File: config.mk
export PLATFORM = sky130hd
export DESIGN_NAME = ex_cond_stage_flat
export DESIGN_NICKNAME = d
export VERILOG_FILES = /design/src/rtl/arm_cond_pkg.sv /design/src/rtl/ex_cond_stage_if.sv /design/src/rtl/ex_cond_stage_cond_check.sv /design/src/rtl/ex_cond_stage.sv /design/src/flat_wrapper.sv
export SDC_FILE = /design/constraint.sdc
export NUM_CORES = 1
export LEC_CHECK = 0
export CAP_MARGIN = 40
export CORE_MARGIN = 3
export CORE_UTILIZATION = 40
export DETAILED_ROUTE_END_ITERATION = 7
export PLACE_DENSITY_LB_ADDON = 0.08
export SKIP_LAST_GASP = 1
export SLEW_MARGIN = 20
export SYNTH_ARGS = -nofsm -noshare
export SYNTH_HDL_FRONTEND = slang
export SYNTH_SLANG_ARGS = --single-unit
File: constraint.sdc
create_clock -name clk -period 2 [get_ports clk]
set_input_delay 0.2 -clock clk [delete_from_list [all_inputs] [get_ports clk]]
set_output_delay 0.2 -clock clk [all_outputs]
set_load 0.01 [all_outputs]
File: src/rtl/arm_cond_pkg.sv
// arm_cond_pkg: condition codes, NZCV flag indices and the ID/EX control word
package arm_cond_pkg;
    typedef enum logic [3:0] {
        COND_EQ = 4'h0, COND_NE = 4'h1, COND_CS = 4'h2, COND_CC = 4'h3,
        COND_MI = 4'h4, COND_PL = 4'h5, COND_VS = 4'h6, COND_VC = 4'h7,
        COND_HI = 4'h8, COND_LS = 4'h9, COND_GE = 4'hA, COND_LT = 4'hB,
        COND_GT = 4'hC, COND_LE = 4'hD, COND_AL = 4'hE, COND_NV = 4'hF
    } cond_e;
    localparam int FLAG_N = 3;
    localparam int FLAG_Z = 2;
    localparam int FLAG_C = 1;
    localparam int FLAG_V = 0;
    typedef struct packed {
        logic       reg_w;
        logic       mem_w;
        logic       memtoreg;
        logic       alusrc;
        logic       branch;
        logic       pcs;
        logic [1:0] flag_w;
        cond_e      cond;
    } ex_ctrl_t;
    localparam ex_ctrl_t EX_CTRL_BUBBLE = '{reg_w: 1'b0, mem_w: 1'b0, memtoreg: 1'b0, alusrc: 1'b0,
                                            branch: 1'b0, pcs: 1'b0, flag_w: 2'b00, cond: COND_AL};
endpackage

File: src/rtl/ex_cond_stage_if.sv
// ex_cond_stage_if: decoder/hazard inputs and gated execute-stage outputs
interface ex_cond_stage_if #(
    parameter int FLAG_W = 4,
    parameter int ALUC_W = 2
);
    logic              StallE, FlushE;
    logic              RegWD, MemWD, MemtoRegD, ALUSrcD, BranchD, PCSD;
    logic [1:0]        FlagWD;
    logic [3:0]        CondD;
    logic [ALUC_W-1:0] ALUControlD;
    logic [FLAG_W-1:0] ALUFlags;
    logic              MemtoRegE, ALUSrcE, CondExE, RegWriteE, MemWriteE, PCSrcE;
    logic [ALUC_W-1:0] ALUControlE;
    logic [FLAG_W-1:0] FlagsE;
    modport master (
        output StallE, FlushE, RegWD, MemWD, MemtoRegD, ALUSrcD, BranchD, PCSD,
               FlagWD, CondD, ALUControlD, ALUFlags,
        input  MemtoRegE, ALUSrcE, ALUControlE, CondExE, RegWriteE, MemWriteE, PCSrcE, FlagsE
    );
    modport slave (
        input  StallE, FlushE, RegWD, MemWD, MemtoRegD, ALUSrcD, BranchD, PCSD,
               FlagWD, CondD, ALUControlD, ALUFlags,
        output MemtoRegE, ALUSrcE, ALUControlE, CondExE, RegWriteE, MemWriteE, PCSrcE, FlagsE
    );
endinterface

File: src/rtl/ex_cond_stage_cond_check.sv
// cond_check: condition-field evaluation against NZCV; COND_FULL_EN selects all 15 codes, else EQ/NE/AL only
module cond_check
    import arm_cond_pkg::*;
(
    input  cond_e      cond,
    input  logic [3:0] flags,
    output logic       cond_ex
);
    logic z;
    assign z = flags[FLAG_Z];
`ifdef COND_FULL_EN
    logic n, c, v;
    assign n = flags[FLAG_N];
    assign c = flags[FLAG_C];
    assign v = flags[FLAG_V];
    // full condition decode; the NV encoding never executes
    always_comb begin
        cond_ex = 1'b0;
        case (cond)
            COND_EQ: cond_ex = z;
            COND_NE: cond_ex = !z;
            COND_CS: cond_ex = c;
            COND_CC: cond_ex = !c;
            COND_MI: cond_ex = n;
            COND_PL: cond_ex = !n;
            COND_VS: cond_ex = v;
            COND_VC: cond_ex = !v;
            COND_HI: cond_ex = c & !z;
            COND_LS: cond_ex = !c | z;
            COND_GE: cond_ex = n == v;
            COND_LT: cond_ex = n != v;
            COND_GT: cond_ex = !z & (n == v);
            COND_LE: cond_ex = z | (n != v);
            COND_AL: cond_ex = 1'b1;
            default: cond_ex = 1'b0;
        endcase
    end
`else
    logic unused_flags;
    assign unused_flags = ^{flags[FLAG_N], flags[FLAG_C], flags[FLAG_V]};
    assign cond_ex = (cond == COND_EQ) ? z : (cond == COND_NE) ? !z : (cond == COND_AL);
`endif
endmodule

File: src/rtl/ex_cond_stage.sv
// ex_cond_stage: ID/EX control register, NZCV flags and condition gating (COND_FULL_EN: full condition set)
module ex_cond_stage
    import arm_cond_pkg::*;
#(
    parameter int FLAG_W = 4,
    parameter int ALUC_W = 2
) (
    input logic            clk,
    input logic            reset,
    ex_cond_stage_if.slave bus
);
    ex_ctrl_t          ctrl_q, ctrl_d, ctrl_in;
    logic [ALUC_W-1:0] aluc_q, aluc_d;
    logic [FLAG_W-1:0] flags_q, flags_d;
    logic              cond_ex;
    assign ctrl_in = '{reg_w: bus.RegWD, mem_w: bus.MemWD, memtoreg: bus.MemtoRegD, alusrc: bus.ALUSrcD,
                       branch: bus.BranchD, pcs: bus.PCSD, flag_w: bus.FlagWD, cond: cond_e'(bus.CondD)};
    cond_check u_cond (.cond(ctrl_q.cond), .flags(flags_q), .cond_ex(cond_ex));
    // next ID/EX word: flush beats stall, stall beats load
    always_comb begin
        ctrl_d = bus.FlushE ? EX_CTRL_BUBBLE : bus.StallE ? ctrl_q : ctrl_in;
        aluc_d = bus.FlushE ? '0 : bus.StallE ? aluc_q : bus.ALUControlD;
    end
    // flags commit only for a passing, non-stalled instruction so a held setter cannot write twice
    always_comb begin
        flags_d = flags_q;
        if (!bus.StallE && cond_ex && ctrl_q.flag_w[1]) flags_d[FLAG_N:FLAG_Z] = bus.ALUFlags[FLAG_N:FLAG_Z];
        if (!bus.StallE && cond_ex && ctrl_q.flag_w[0]) flags_d[FLAG_C:FLAG_V] = bus.ALUFlags[FLAG_C:FLAG_V];
    end
    // state registers; reset leaves an AL bubble and clear flags
    always_ff @(posedge clk or posedge reset) begin
        if (reset) begin
            ctrl_q  <= EX_CTRL_BUBBLE;
            aluc_q  <= '0;
            flags_q <= '0;
        end else begin
            ctrl_q  <= ctrl_d;
            aluc_q  <= aluc_d;
            flags_q <= flags_d;
        end
    end
    assign bus.MemtoRegE   = ctrl_q.memtoreg;
    assign bus.ALUSrcE     = ctrl_q.alusrc;
    assign bus.ALUControlE = aluc_q;
    assign bus.CondExE     = cond_ex;
    assign bus.RegWriteE   = ctrl_q.reg_w & cond_ex;
    assign bus.MemWriteE   = ctrl_q.mem_w & cond_ex;
    assign bus.PCSrcE      = (ctrl_q.pcs | ctrl_q.branch) & cond_ex;
    assign bus.FlagsE      = flags_q;
endmodule

File: src/flat_wrapper.sv
// flat-port wrapper written by rule: the top's interface ports become plain ports
module ex_cond_stage_flat import arm_cond_pkg::*;
#(
    parameter int FLAG_W = 4,
    parameter int ALUC_W = 2
)
  (clk, reset, bus_StallE, bus_FlushE, bus_RegWD, bus_MemWD, bus_MemtoRegD, bus_ALUSrcD, bus_BranchD, bus_PCSD, bus_FlagWD, bus_CondD, bus_ALUControlD, bus_ALUFlags, bus_MemtoRegE, bus_ALUSrcE, bus_ALUControlE, bus_CondExE, bus_RegWriteE, bus_MemWriteE, bus_PCSrcE, bus_FlagsE);
  ex_cond_stage_if #(.FLAG_W(FLAG_W), .ALUC_W(ALUC_W)) bus_i ();
  input logic clk;
  input logic reset;
  input wire logic [$bits(bus_i.StallE)-1:0] bus_StallE;
  input wire logic [$bits(bus_i.FlushE)-1:0] bus_FlushE;
  input wire logic [$bits(bus_i.RegWD)-1:0] bus_RegWD;
  input wire logic [$bits(bus_i.MemWD)-1:0] bus_MemWD;
  input wire logic [$bits(bus_i.MemtoRegD)-1:0] bus_MemtoRegD;
  input wire logic [$bits(bus_i.ALUSrcD)-1:0] bus_ALUSrcD;
  input wire logic [$bits(bus_i.BranchD)-1:0] bus_BranchD;
  input wire logic [$bits(bus_i.PCSD)-1:0] bus_PCSD;
  input wire logic [$bits(bus_i.FlagWD)-1:0] bus_FlagWD;
  input wire logic [$bits(bus_i.CondD)-1:0] bus_CondD;
  input wire logic [$bits(bus_i.ALUControlD)-1:0] bus_ALUControlD;
  input wire logic [$bits(bus_i.ALUFlags)-1:0] bus_ALUFlags;
  output wire logic [$bits(bus_i.MemtoRegE)-1:0] bus_MemtoRegE;
  output wire logic [$bits(bus_i.ALUSrcE)-1:0] bus_ALUSrcE;
  output wire logic [$bits(bus_i.ALUControlE)-1:0] bus_ALUControlE;
  output wire logic [$bits(bus_i.CondExE)-1:0] bus_CondExE;
  output wire logic [$bits(bus_i.RegWriteE)-1:0] bus_RegWriteE;
  output wire logic [$bits(bus_i.MemWriteE)-1:0] bus_MemWriteE;
  output wire logic [$bits(bus_i.PCSrcE)-1:0] bus_PCSrcE;
  output wire logic [$bits(bus_i.FlagsE)-1:0] bus_FlagsE;
  assign bus_i.StallE = bus_StallE;
  assign bus_i.FlushE = bus_FlushE;
  assign bus_i.RegWD = bus_RegWD;
  assign bus_i.MemWD = bus_MemWD;
  assign bus_i.MemtoRegD = bus_MemtoRegD;
  assign bus_i.ALUSrcD = bus_ALUSrcD;
  assign bus_i.BranchD = bus_BranchD;
  assign bus_i.PCSD = bus_PCSD;
  assign bus_i.FlagWD = bus_FlagWD;
  assign bus_i.CondD = bus_CondD;
  assign bus_i.ALUControlD = bus_ALUControlD;
  assign bus_i.ALUFlags = bus_ALUFlags;
  assign bus_MemtoRegE = bus_i.MemtoRegE;
  assign bus_ALUSrcE = bus_i.ALUSrcE;
  assign bus_ALUControlE = bus_i.ALUControlE;
  assign bus_CondExE = bus_i.CondExE;
  assign bus_RegWriteE = bus_i.RegWriteE;
  assign bus_MemWriteE = bus_i.MemWriteE;
  assign bus_PCSrcE = bus_i.PCSrcE;
  assign bus_FlagsE = bus_i.FlagsE;
  ex_cond_stage #(.FLAG_W(FLAG_W), .ALUC_W(ALUC_W)) u_core (.clk(clk), .reset(reset), .bus(bus_i));
endmodule
Word level (Yosys, flattened, before mapping)
Index checks and enable logic that the tools add are counted.
{"block": "totals", "reg_bits": 18, "input_bits": 22, "out_inout_bits": 12, "word_cells": 30}
{"block": "op_classes", "n_eq_ne": 3, "muxes": 6, "bitwise_logic": 4, "n_reduce_logical": 6}
{"op": "2-to-1 mux 12 bit", "count": 2}
{"op": "== test 4 x 1 -> 1 bit, second input constant", "count": 1}
{"op": "== test 4 bit, second input constant", "count": 1}
{"op": "logical NOT 4 bit", "count": 1}
{"op": "2-to-1 mux 2 bit", "count": 2}
{"op": "AND 1 bit", "count": 3}
{"op": "logical AND 1 bit", "count": 3}
{"op": "logical NOT 1 bit", "count": 2}
{"op": "2-to-1 mux 1 bit", "count": 2}
{"op": "!= test 2 x 1 -> 1 bit, second input constant", "count": 1}
{"op": "OR 1 bit", "count": 1}

Depth between registers and ports, before layout
Gate-level depths: netlist of run 1.
{"block": "depth", "ltp_word": 5, "mapped_depth": 4, "mapped_depth_nobuf": 4}

By module
A second synthesis of run 1 with hierarchy kept.
{"block": "hier_totals", "hier_cells": 62, "area_unflattened_um2": 790.8}
{"mod": "ex_cond_stage", "n_inst": 1, "cells_each": 59, "area_each_um2": 757.0, "seq_area_each_um2": 454.2}
{"mod": "cond_check", "n_inst": 1, "cells_each": 3, "area_each_um2": 33.8, "seq_area_each_um2": 0.0}

Worst setup path after synthesis of run 1
OpenSTA, ideal clock, no wires.
{"block": "synth_timing", "kind": "register -> register", "startpoint": "register u_core.ctrl_q[3] in the netlist's numbering", "endpoint": "register u_core.flags_q[0], in the netlist u_core.bus.FlagsE[0]", "setup_time_ps": 128, "t_arrival_ps": 1308, "required_ps": 1872, "setup_slack_ps": 564, "path_stages_with_launch": 5, "path_buffers": 0, "period_less_slack_ps": 1436, "cell_sequence": "dfstp_2 -> and4b_1 -> a21oi_2 -> nor3b_2 -> mux2_1"}
{"block": "synth_between", "elab_chain_cells": 5, "elab_cells_between_ends": 7, "cone_classes": "eq/ne (2); mux (2); reduce/logical (3)"}
{"item": "start: declaration", "line_no": "ex_cond_stage.sv:12", "source": "ex_ctrl_t ctrl_q, ctrl_d, ctrl_in;"}
{"item": "start signal: assignment", "line_no": "ex_cond_stage.sv:37", "source": "ctrl_q <= ctrl_d;"}
{"item": "== test 4 bit / == test 4 x 1 -> 1 bit (equally long branches)", "line_no": "ex_cond_stage_cond_check.sv:41", "source": "assign cond_ex = (cond == COND_EQ) ? z : (cond == COND_NE) ? !z : (cond == COND_AL);"}
{"item": "2-to-1 mux 1 bit", "line_no": "ex_cond_stage_cond_check.sv:41"}
{"item": "2-to-1 mux 1 bit *", "line_no": "ex_cond_stage_cond_check.sv:41"}
{"item": "logical AND 1 bit * (2 in a row)", "line_no": "ex_cond_stage.sv:28", "source": "if (!bus.StallE && cond_ex && ctrl_q.flag_w[0]) flags_d[FLAG_C:FLAG_V] = bus.ALUFlags[FLAG_C:FLAG_V];"}
{"item": "end signal: assignment", "line_no": "ex_cond_stage.sv:39", "source": "flags_q <= flags_d;"}
{"item": "end: declaration", "line_no": "ex_cond_stage.sv:14", "source": "logic [FLAG_W-1:0] flags_q, flags_d;"}
Every way passes the cells marked *; elsewhere a longest branch is shown, timed or not.
A chain may end at the register's enable or synchronous reset.

Worst setup path after layout of run 1
{"block": "layout_timing", "startpoint": "register u_core.ctrl_q[3] in the netlist's numbering", "endpoint": "output bus_MemWriteE"}
{"block": "layout_between", "elab_chain_cells": 4, "elab_cells_between_ends": 6, "cone_classes": "eq/ne (2); mux (2); bitwise (1); reduce/logical (1)"}
{"item": "== test 4 bit / == test 4 x 1 -> 1 bit (equally long branches)", "line_no": "ex_cond_stage_cond_check.sv:41"}
{"item": "2-to-1 mux 1 bit", "line_no": "ex_cond_stage_cond_check.sv:41"}
{"item": "2-to-1 mux 1 bit *", "line_no": "ex_cond_stage_cond_check.sv:41"}
{"item": "AND 1 bit *", "line_no": "ex_cond_stage.sv:47", "source": "assign bus.MemWriteE = ctrl_q.mem_w & cond_ex;"}
{"item": "end: declaration", "line_no": "flat_wrapper.sv:28", "source": "output wire logic [$bits(bus_i.MemWriteE)-1:0] bus_MemWriteE;"}
Marks and branches as above.

==> results.toml, run 1 <==
[synthesis]
ys_seq_area_frac = 0.5637
yosysWarnings = 0
synth.avg_cell_area_um2 = 12.40
synth_cell_type_count = 17
synth_nets = 87
syn_area_um2 = 805.8
synthCells = 65
ys_ff_latch = 18

[route]
drc = 0
drtIter0Drc = 7
dr_total_vias = 620
totalWireLength_mm = 1.695
final_antenna_net_count = 0
wl_per_cell_um = 13.45
drtPass1Iterations = 4
viasPerCell = 4.921

[final_layout]
finalNetCount = 124
antennaDiodeCount = 0
area_delta_synth_final_pct = 48.60
utilization = 0.6577
instances_no_fill = 126
drive_gt1_frac = 0.1386

[pwr]
net-switching-power_mw = 0.2230
leakagePower_nw = 0.5725
switching_share = 0.2524
p_int_mw = 0.6605
peakVddDrop_mv = 0.4899
seqPwrFrac = 0.492
p_comb_frac = 0.256
powerDensity_mw_per_mm2 = 737.9
pwr-share-clk = 0.252

[clock_network]
clock_sinks = 18
cts_tree = "done"
cts_hold_buf = 0
cts_root_buf = "clkbuf_4"
numCtsBuffers = 3
clk_pin_slew_ns = 0.10
cts_buffer_depth = 2
clk_latency_ns = 0.29
htreeDepth = 1

[setup_path]
cp.arrival_ns = 1.68
cp_slowest_cell = "dfstp_2"
crit_family = "flip-flops"
crit_required_ns = 1.80
worstPathMaxFanout = 5
path_buf_inv = 1
worstPathCellList = "nor3_1 > a21oi_2 > and2b_2 > dlygate4sd2_1"
end_kind = "primary output"
path_class = "flip-flop to primary output"
start_kind = "flip-flop"
max_stage_delay_ns = 0.55

[timing]
fin_crit_sh = 0.9415
tns_ns = 0
finalHoldViolCount = 0
timing.slew.headroom = 0.5585
setup_viol = 0
hold_slack_ns = 0.2926
slew_violations = 0
rsz0062_at_grt = "no"
max_slew.worst_pin.slew_ns = 0.6615
clock.fmax_mhz = 531.1
fin_skew_ns = 0.004266
fin_ws_ns = 0.1170
finalCriticalPeriod_ns = 1.883

[run]
cap_violations = 0

[placement]
portBuffers = 33
place_inst = 121
post-place-ws_ns = 0.1965
routabilityCongestion = 0.6549
hpwl_mm = 1.263

[grt]
overflow = 0
antenna_found_initial = 0
grt_start_max_net_pins = 19
grt_pass1_vias = 683
grt_pass1_wl_mm = 2.815
grtUsageTotal = 0.1439

[floorplanning]
fp.dieW_um = 50.88
initial_core_util = 0.4426
die-area_mm2 = 0.002589
num_rows = 15
die_h_um = 50.88
pin_count = 34
core_mm2 = 0.001821

[outcome]
status = "completed"

[min_path]
hp-class = "input port to asynchronous set/reset pin"
metrics by stage:
| step | power, mW | instance area, um^2 |
|---|---|---|
| 2_1_floorplan | 0.5365 | 805.8 |
| 3_3_place_gp | 0.6635 | 1155 |
| 3_5_place_dp | 0.6715 | 1155 |
| 4_1_cts | 0.8940 | 1195 |
| 5_1_grt | 0.9324 | 1197 |
| 6_report | 0.8835 | 1197 |
power groups by stage:
stage	Clock, mW	Combinational (mW)	Sequential [mW]
4_1_cts	0.227	0.231	0.436
2_1_floorplan	0	0.0824	0.454
6_report	0.222	0.226	0.435
3_3_place_gp	0	0.225	0.439
3_5_place_dp	0	0.228	0.443
5_1_grt	0.246	0.243	0.443
area by class of cell:
| cell class | instances | area (um^2) |
|---|---|---|
| fill | 156 | 623.1 |
| sequential | 18 | 454.2 |
| timing repair buffer | 35 | 344.1 |
| tap | 25 | 31.28 |
| clock buffer | 4 | 36.28 |
| multi-input combinational | 42 | 324.1 |
| inverter | 2 | 7.507 |
path summary, 6_finish.rpt:
kind                                                   from                                    end  slack, ns  cells after the start
min in group clk                              bus_MemtoRegD       u_core.bus.MemtoRegE$_DFFE_PP0P_       0.50                      3
max in group asynchronous                             reset  u_core.bus.ALUControlE[1]$_DFFE_PP0P_       1.29                      2
max reg2reg                    u_core.ctrl_q[3]$_DFFE_PP1P_       u_core.bus.FlagsE[2]$_DFFE_PP0P_       0.30                      5
min reg2reg                u_core.bus.FlagsE[3]$_DFFE_PP0P_       u_core.bus.FlagsE[3]$_DFFE_PP0P_       0.51                      1
max                            u_core.ctrl_q[3]$_DFFE_PP1P_                          bus_MemWriteE       0.12                      4
min                                                   reset           u_core.ctrl_q[4]$_DFFE_PP0P_       0.29                      2
metal layers:
metal | part of all wire | up-vias | global-route usage
met1 | 0.41 | 294 | 0.1623
met3 | 0.074 | 5 | 0.05831
li1 | - | 294 | -
met4 | 0.022 | 0 | 0.04933
met5 | 0 | - | 0
met2 | 0.50 | 27 | 0.2457
placed cells by master (no fill, tap or decap):
master,count
clkdlybuf4s50_1,29
dfrtp_1,15
nor2_1,13
mux2i_1,11
mux2_1,4
nor2b_1,3
a211o_1,3
clkbuf_4,3
dlygate4sd2_1,3
dfstp_2,3
nor3b_2,2
inv_1,2
and2b_2,2
buf_4,2
xor2_1,1
nor3_1,1
and4b_1,1
a21oi_2,1
clkbuf_8,1
dlymetal6s2s_1,1
flip-flops by register name, indices dropped and copies added, names as in the netlist:
name                    count
u_core.bus.ALUControlE      2
u_core.bus.ALUSrcE          1
u_core.bus.FlagsE           4
u_core.bus.MemtoRegE        1
u_core.ctrl_q              10
kinds of logic after synthesis:
logic type,after synthesis,share of synthesized area
AO/OA/AOI/OAI,4,0.04349
flip-flops,18,0.5637
XOR/XNOR,1,0.01087
buffers and inverters,5,0.03415
AND/OR/NAND/NOR,22,0.1553
multiplexers,15,0.1925
Yosys cell counts:
library cell	count	share of area
inv_1	2	0.0093
xor2_1	1	0.011
dfstp_2	3	0.098
and4b_1	1	0.012
nor2_1	13	0.061
nor2b_1	3	0.023
nor3b_2	2	0.031
dfrtp_1	15	0.47
nor3_1	1	0.0062
clkbuf_1	1	0.0047
and2b_2	2	0.022
a211o_1	3	0.033
a21oi_2	1	0.011
buf_6	1	0.014
buf_2	1	0.0062
mux2_1	4	0.056
mux2i_1	11	0.14
repair_timing:
item / in CTS / in global routing
resized for setup: 3 / 1
setup endpoints to repair: 3 / 1
setup buffers: 1 / 0
cloned: 0 / 0
pin swaps: 1 / 0
Power figures use the tool's default switching activity.
==> run 2, diff against run 1 <==
ABC_AREA = 1   (was not set)
SKIP_LAST_GASP = not set   (was 1)
==> run 2 against run 1 <==
  * Sequential power up 1%
  * Combinational power grew 8.8%
  * Die area fell by 1.1%
  * Clock skew shrank 0.0040 ns
  * Sequential share of layout area down 1.4 points
  * Register-to-register slack gained 0.33 ns
  * Clock-buffer cell count stayed put
  * First-iteration DRC count grew to 3.6 times the previous value
  * Utilization grew 3.3 points
==> results.toml, run 2 <==
[synthesis]
synth_nets = 106
synth_adder_area_share = 0
synth.area.mux_share = 0
synthCells = 84
synth_top_area_share = 0.4717
yosys.area_share.simple = 0.2138
synth.avg_cell_area_um2 = 9.473
syn_area_um2 = 795.8
synth_top_family_by_area = "simple AND/OR/NAND/NOR gates"
async_reset_ff_frac = 1.000
synth.most_common_cell = "dfrtp_1"
yosysWarnings = 0
ys_top_cells_by_count = "15 x dfrtp_1, 14 x nand2_1, 10 x nor2_1"
ys_ff_latch = 18
synth_edf_count = 0
synth_compound_area_frac = 0.1494
synth_cell_type_count = 16
synthFlopType = "dfrtp_1"
ys_seq_area_frac = 0.5708
synth-xor-area-share = 0
synth.area.top_cells = "dfrtp_1 47%, dfstp_2 9.9%, nand2_1 6.6%"
synth_top_cell_by_area = "dfrtp_1"

[pwr]
finalPower_mw = 0.9133
seqPwrFrac = 0.482
switching_share = 0.2802
p_int_mw = 0.6574
powerDensity_mw_per_mm2 = 733.6
net-switching-power_mw = 0.2559
pwr-share-clk = 0.249
peakVddDrop_mv = 0.5292
leakagePower_nw = 0.5979
p_comb_frac = 0.270

[clock_network]
cts_root_buf = "clkbuf_4"
htreeDepth = 1
clock_sinks = 18
cts_tree = "done"
clk_pin_slew_ns = 0.10
clk_latency_ns = 0.29
numCtsBuffers = 3
cts_buffer_depth = 2

[floorplanning]
pin_count = 34
num_rows = 15
die_h_um = 50.60
core_mm2 = 0.001802
die-area_mm2 = 0.002560
initial_core_util = 0.4417
fp.dieW_um = 50.60

[min_path]
hp-class = "input port to asynchronous set/reset pin"

[placement]
portBuffers = 33
place_area_mm2 = 0.001157
hpwl_mm = 1.591
routabilityCongestion = 0.7889

[final_layout]
fin_area_mm2 = 0.001245
finalNetCount = 150
layout_common_cells = "30 x clkdlybuf4s50_1, 15 x dfrtp_1, 14 x nand2_1"
utilization = 0.6910
regMostFlops = "u_core.ctrl_q"
largest_reg_flops = 10
antennaDiodeCount = 0
drive_gt1_frac = 0.1654
final_common_cell = "clkdlybuf4s50_1"
fillCellCount = 153
area_delta_synth_final_pct = 56.45

[setup_path]
crit_family = "buffers and inverters"
cp_slowest_cell = "dfstp_2"
start_kind = "flip-flop"
max_stage_delay_ns = 0.59
ff2ff_setup_slack_ns = 0.63
end_kind = "primary output"
path_class = "flip-flop to primary output"
worstPathCellList = "nand4_1 > nand3_2 > buf_4 > clkdlybuf4s50_1"
cp.arrival_ns = 1.77
path_buf_inv = 2
worstPathMaxFanout = 4
crit_required_ns = 1.80

[grt]
grt_pass1_vias = 748
grt_start_max_net_pins = 19
grtUsageTotal = 0.1756
overflow = 0
antenna_found_initial = 0
grt_pass1_wl_mm = 3.325

[route]
final_antenna_net_count = 0
drc = 0
highest_layer = "met4"
dr_wl_met2_mm = 1.149
drtPass1Iterations = 4
drtIter0Drc = 25
totalWireLength_mm = 2.270
dr_total_vias = 781
viasPerCell = 5.138
wl_met1_um = 954
wl_per_cell_um = 14.93
dr_wl_met3_um = 133

[timing]
slew_violations = 0
finalHoldViolCount = 0
finalCriticalPeriod_ns = 1.971
fin_skew_ns = 0.0003063
rsz0062_at_grt = "no"
setup_viol = 0
fin_crit_sh = 0.9857
max_slew.worst_pin.slew_ns = 0.6901
timing.slew.headroom = 0.5394
clock.fmax_mhz = 507.2
hold_slack_ns = 0.3023
tns_ns = 0

[outcome]
status = "completed"

[run]
cap_violations = 0
## run 2: cell count changes after synthesis, sizes merged, moves of 3 or more
cell,change
nor2b,-3
nand4,+7
nand3,+4
nand2,+14
mux2i,-11
o21ai,+6
inv,+10
a211o,-3
mux2,-4
a22o,+6
## run 2: through the flow
stage,worst slack [ns],cells
2_1_floorplan,0.7753,84
3_3_place_gp,0.2976,142
3_5_place_dp,0.2474,142
4_1_cts,0.01109,148
5_1_grt,0.01690,152
6_report,0.02851,152
## run 2: cell families (layout without fill, tap and decap cells)
logic type / Yosys count / in the layout
AOI/OAI and AO/OA: 17 / 17
buffers and inverters: 13 / 56
DFF: 18 / 18
and+or+nand+nor: 36 / 36
## run 2: layout make-up
cell class / instances / area [um^2] / area share
Clock buffer: 4 / 36.28 / 0.02915
Inverter: 12 / 45.04 / 0.03618
Multi-Input combinational cell: 53 / 291.5 / 0.2342
Sequential cell: 18 / 454.2 / 0.3648
Tap cell: 25 / 31.28 / 0.02513
Timing Repair Buffer: 40 / 386.6 / 0.3106
## run 2: power by group through the flow
stage	sequential, mW	clock [mW]	combinational, mW
finish	0.440	0.227	0.246
CTS	0.439	0.227	0.239
global placement	0.442	0	0.227
floorplan	0.454	0	0.0806
global route	0.446	0.241	0.265
detailed placement	0.446	0	0.231
## run 2: worst register-to-register path, stage by stage (launching register included)
cell	delay (ns)
dfstp_2	0.59
nor2_2	0.06
nand3_1	0.09
nand3_2	0.10
buf_4	0.15
buf_4	0.14
nand4_1	0.07
nand2_1	0.06
## run 2: routing by layer
metal | track usage | vias up
met2 | 0.2935 | 29
met4 | 0.08072 | 0
met1 | 0.2144 | 377
met3 | 0.03858 | 4
met5 | 0 | -
li1 | - | 371
## run 2: final timing paths
kind | from | endpoint | depth (start not counted)
worst max-delay path | u_core.ctrl_q[3]$_DFFE_PP1P_ | bus_CondExE | 4
worst min-delay path | reset | u_core.bus.ALUControlE[1]$_DFFE_PP0P_ | 2
worst max register to register | u_core.ctrl_q[3]$_DFFE_PP1P_ | u_core.bus.FlagsE[3]$_DFFE_PP0P_ | 7
worst min register to register | u_core.bus.FlagsE[1]$_DFFE_PP0P_ | u_core.bus.FlagsE[1]$_DFFE_PP0P_ | 2
max in group asynchronous | reset | u_core.bus.FlagsE[3]$_DFFE_PP0P_ | 2
min in group clk | bus_CondD[3] | u_core.ctrl_q[3]$_DFFE_PP1P_ | 3
## run 2: what timing repair did
| item | in CTS | in global routing |
|---|---|---|
| setup endpoints to repair | 3 | 3 |
| pin swaps | 1 | 0 |
| setup buffers | 2 | 4 |
| resized for setup | 1 | 3 |
| hold buffers | 0 | 0 |
==> run 3, diff against run 2 <==
ABC_AREA = not set   (was 1)
CAP_MARGIN = 30   (was 40)
CORE_ASPECT_RATIO = 1.5   (was not set)
==> run 3 against run 2 <==
  * Via count shrank 19%
  * Highest routed layer unchanged
  * Worst hold slack lost 0.0019 ns
  * Clock power shrank 4%
  * Routed wire length shrank 28%
  * First-iteration DRC count shrank 68%
==> results.toml, run 3 (synthesis results as in run 1) <==
[clock_network]
htreeDepth = 1
cts_hold_buf = 0
cts_tree = "done"
cts_root_buf = "clkbuf_4"
numCtsBuffers = 3
clk_latency_ns = 0.29
clock_sinks = 18
cts_buffer_depth = 2
clk_pin_slew_ns = 0.10

[floorplanning]
num_rows = 19
die_h_um = 60.97
fp.dieW_um = 42.65
core_mm2 = 0.001878
pin_count = 34
die-area_mm2 = 0.002600
initial_core_util = 0.4290

[placement]
place_inst = 118
place_area_mm2 = 0.001157
post-place-ws_ns = 0.1798
portBuffers = 33
hpwl_mm = 1.240
routabilityCongestion = 0.6528

[final_layout]
fin_area_mm2 = 0.001200
largest_reg_flops = 10
fillCellCount = 169
drive_gt1_frac = 0.1471
instances_no_fill = 123
utilization = 0.6389
antennaDiodeCount = 0
regMostFlops = "u_core.ctrl_q"
layout_common_cells = "29 x clkdlybuf4s50_1, 15 x dfrtp_1, 13 x nor2_1"
finalNetCount = 125
area_delta_synth_final_pct = 48.91
final_common_cell = "clkdlybuf4s50_1"

[grt]
antenna_found_initial = 0
grtUsageTotal = 0.1491
overflow = 0
grt_pass1_wl_mm = 2.842
grt_pass1_vias = 670
grt_start_max_net_pins = 19

[pwr]
pwr-share-clk = 0.249
seqPwrFrac = 0.494
p_int_mw = 0.6613
leakagePower_nw = 0.5805
peakVddDrop_mv = 0.5009
powerDensity_mw_per_mm2 = 732.8
net-switching-power_mw = 0.2180
switching_share = 0.2479
finalPower_mw = 0.8793
p_comb_frac = 0.256

[timing]
finalCriticalPeriod_ns = 1.794
rsz0062_at_grt = "no"
fin_crit_sh = 0.8969
max_slew.worst_pin.slew_ns = 0.6841
setup_viol = 0
finalHoldViolCount = 0
tns_ns = 0
hold_slack_ns = 0.3004
fin_skew_ns = 0.0004467
clock.fmax_mhz = 557.5
slew_violations = 0
timing.slew.headroom = 0.5435
fin_ws_ns = 0.2063

[run]
cap_violations = 0

[setup_path]
max_stage_delay_ns = 0.55
cp.arrival_ns = 1.59
end_kind = "primary output"
path_class = "flip-flop to primary output"
cp_slowest_cell = "dfstp_2"
start_kind = "flip-flop"
worstPathCellList = "nor3_1 > a21oi_2 > and2b_2 > dlygate4sd2_1"
worstPathMaxFanout = 4
crit_required_ns = 1.80

[route]
dr_total_vias = 630
drc = 0
wl_per_cell_um = 13.28
drtIter0Drc = 8
viasPerCell = 5.122
final_antenna_net_count = 0
totalWireLength_mm = 1.634
drtPass1Iterations = 4

[outcome]
status = "completed"

[min_path]
hp-class = "input port to asynchronous set/reset pin"
run 3: cell count changes in the layout (fill, tap and decap cells not counted), moves of 3 or more:
cell     before  now
nand2_1      14    0
mux2i_1       0   11
inv_1         9    2
nand4_1       7    0
a22o_1        6    0
o21ai_0       6    0
buf_4         7    3
mux2_1        0    4
nor2_1        9   13
a211o_1       0    3
inv_2         3    0
nand3_1       3    0
nor2b_1       0    3
run 3: worst max-delay path, delay by kind of cell (launching register included):
kind / cells / cell delay [ns]
flip-flops: 1 / 0.55
AND/OR/NAND/NOR: 2 / 0.29
buffers and inverters: 1 / 0.27
AO/OA/AOI/OAI: 1 / 0.19
run 3: final timing paths:
check	start	endpoint	slack, ns	cells past startpoint
max reg2reg	u_core.ctrl_q[3]$_DFFE_PP1P_	u_core.bus.FlagsE[1]$_DFFE_PP0P_	0.33	5
min reg2reg	u_core.bus.FlagsE[3]$_DFFE_PP0P_	u_core.bus.FlagsE[3]$_DFFE_PP0P_	0.50	1
max in group asynchronous	reset	u_core.bus.FlagsE[0]$_DFFE_PP0P_	1.27	2
min in group clk	bus_ALUFlags[0]	u_core.bus.FlagsE[0]$_DFFE_PP0P_	0.50	2
max	u_core.ctrl_q[3]$_DFFE_PP1P_	bus_MemWriteE	0.21	4
min	reset	u_core.bus.MemtoRegE$_DFFE_PP0P_	0.30	2
run 3: area by class of cell:
cell class                      count  area [um^2]  share of cell area
Clock buffer                        4        36.28             0.03024
Tap cell                           21        26.28             0.02190
Sequential cell                    18        454.2              0.3785
Multi-Input combinational cell     42        324.1              0.2701
Timing Repair Buffer               36        351.6              0.2930
Inverter                            2        7.507            0.006257
run 3: power groups by stage:
stage / clock network, mW / logic (mW) / registers, mW
CTS: 0.229 / 0.229 / 0.435
global placement: 0 / 0.226 / 0.440
detailed placement: 0 / 0.228 / 0.442
global route: 0.242 / 0.247 / 0.444
finish: 0.219 / 0.226 / 0.434
floorplan: 0 / 0.0824 / 0.454
run 3: per-layer routing:
| layer | up-vias | routed length (um) | track usage |
|---|---|---|---|
| met5 | - | 0 | 0 |
| met1 | 305 | 674 | 0.1654 |
| li1 | 293 | - | - |
| met4 | 0 | 43 | 0.1067 |
| met2 | 27 | 814 | 0.2575 |
| met3 | 5 | 102 | 0.02374 |
run 3: repair_timing:
item	in CTS	in global routing
endpoints found under the setup margin	3	1
pin swaps	1	0
resized for setup	3	1
buffers inserted	1	0
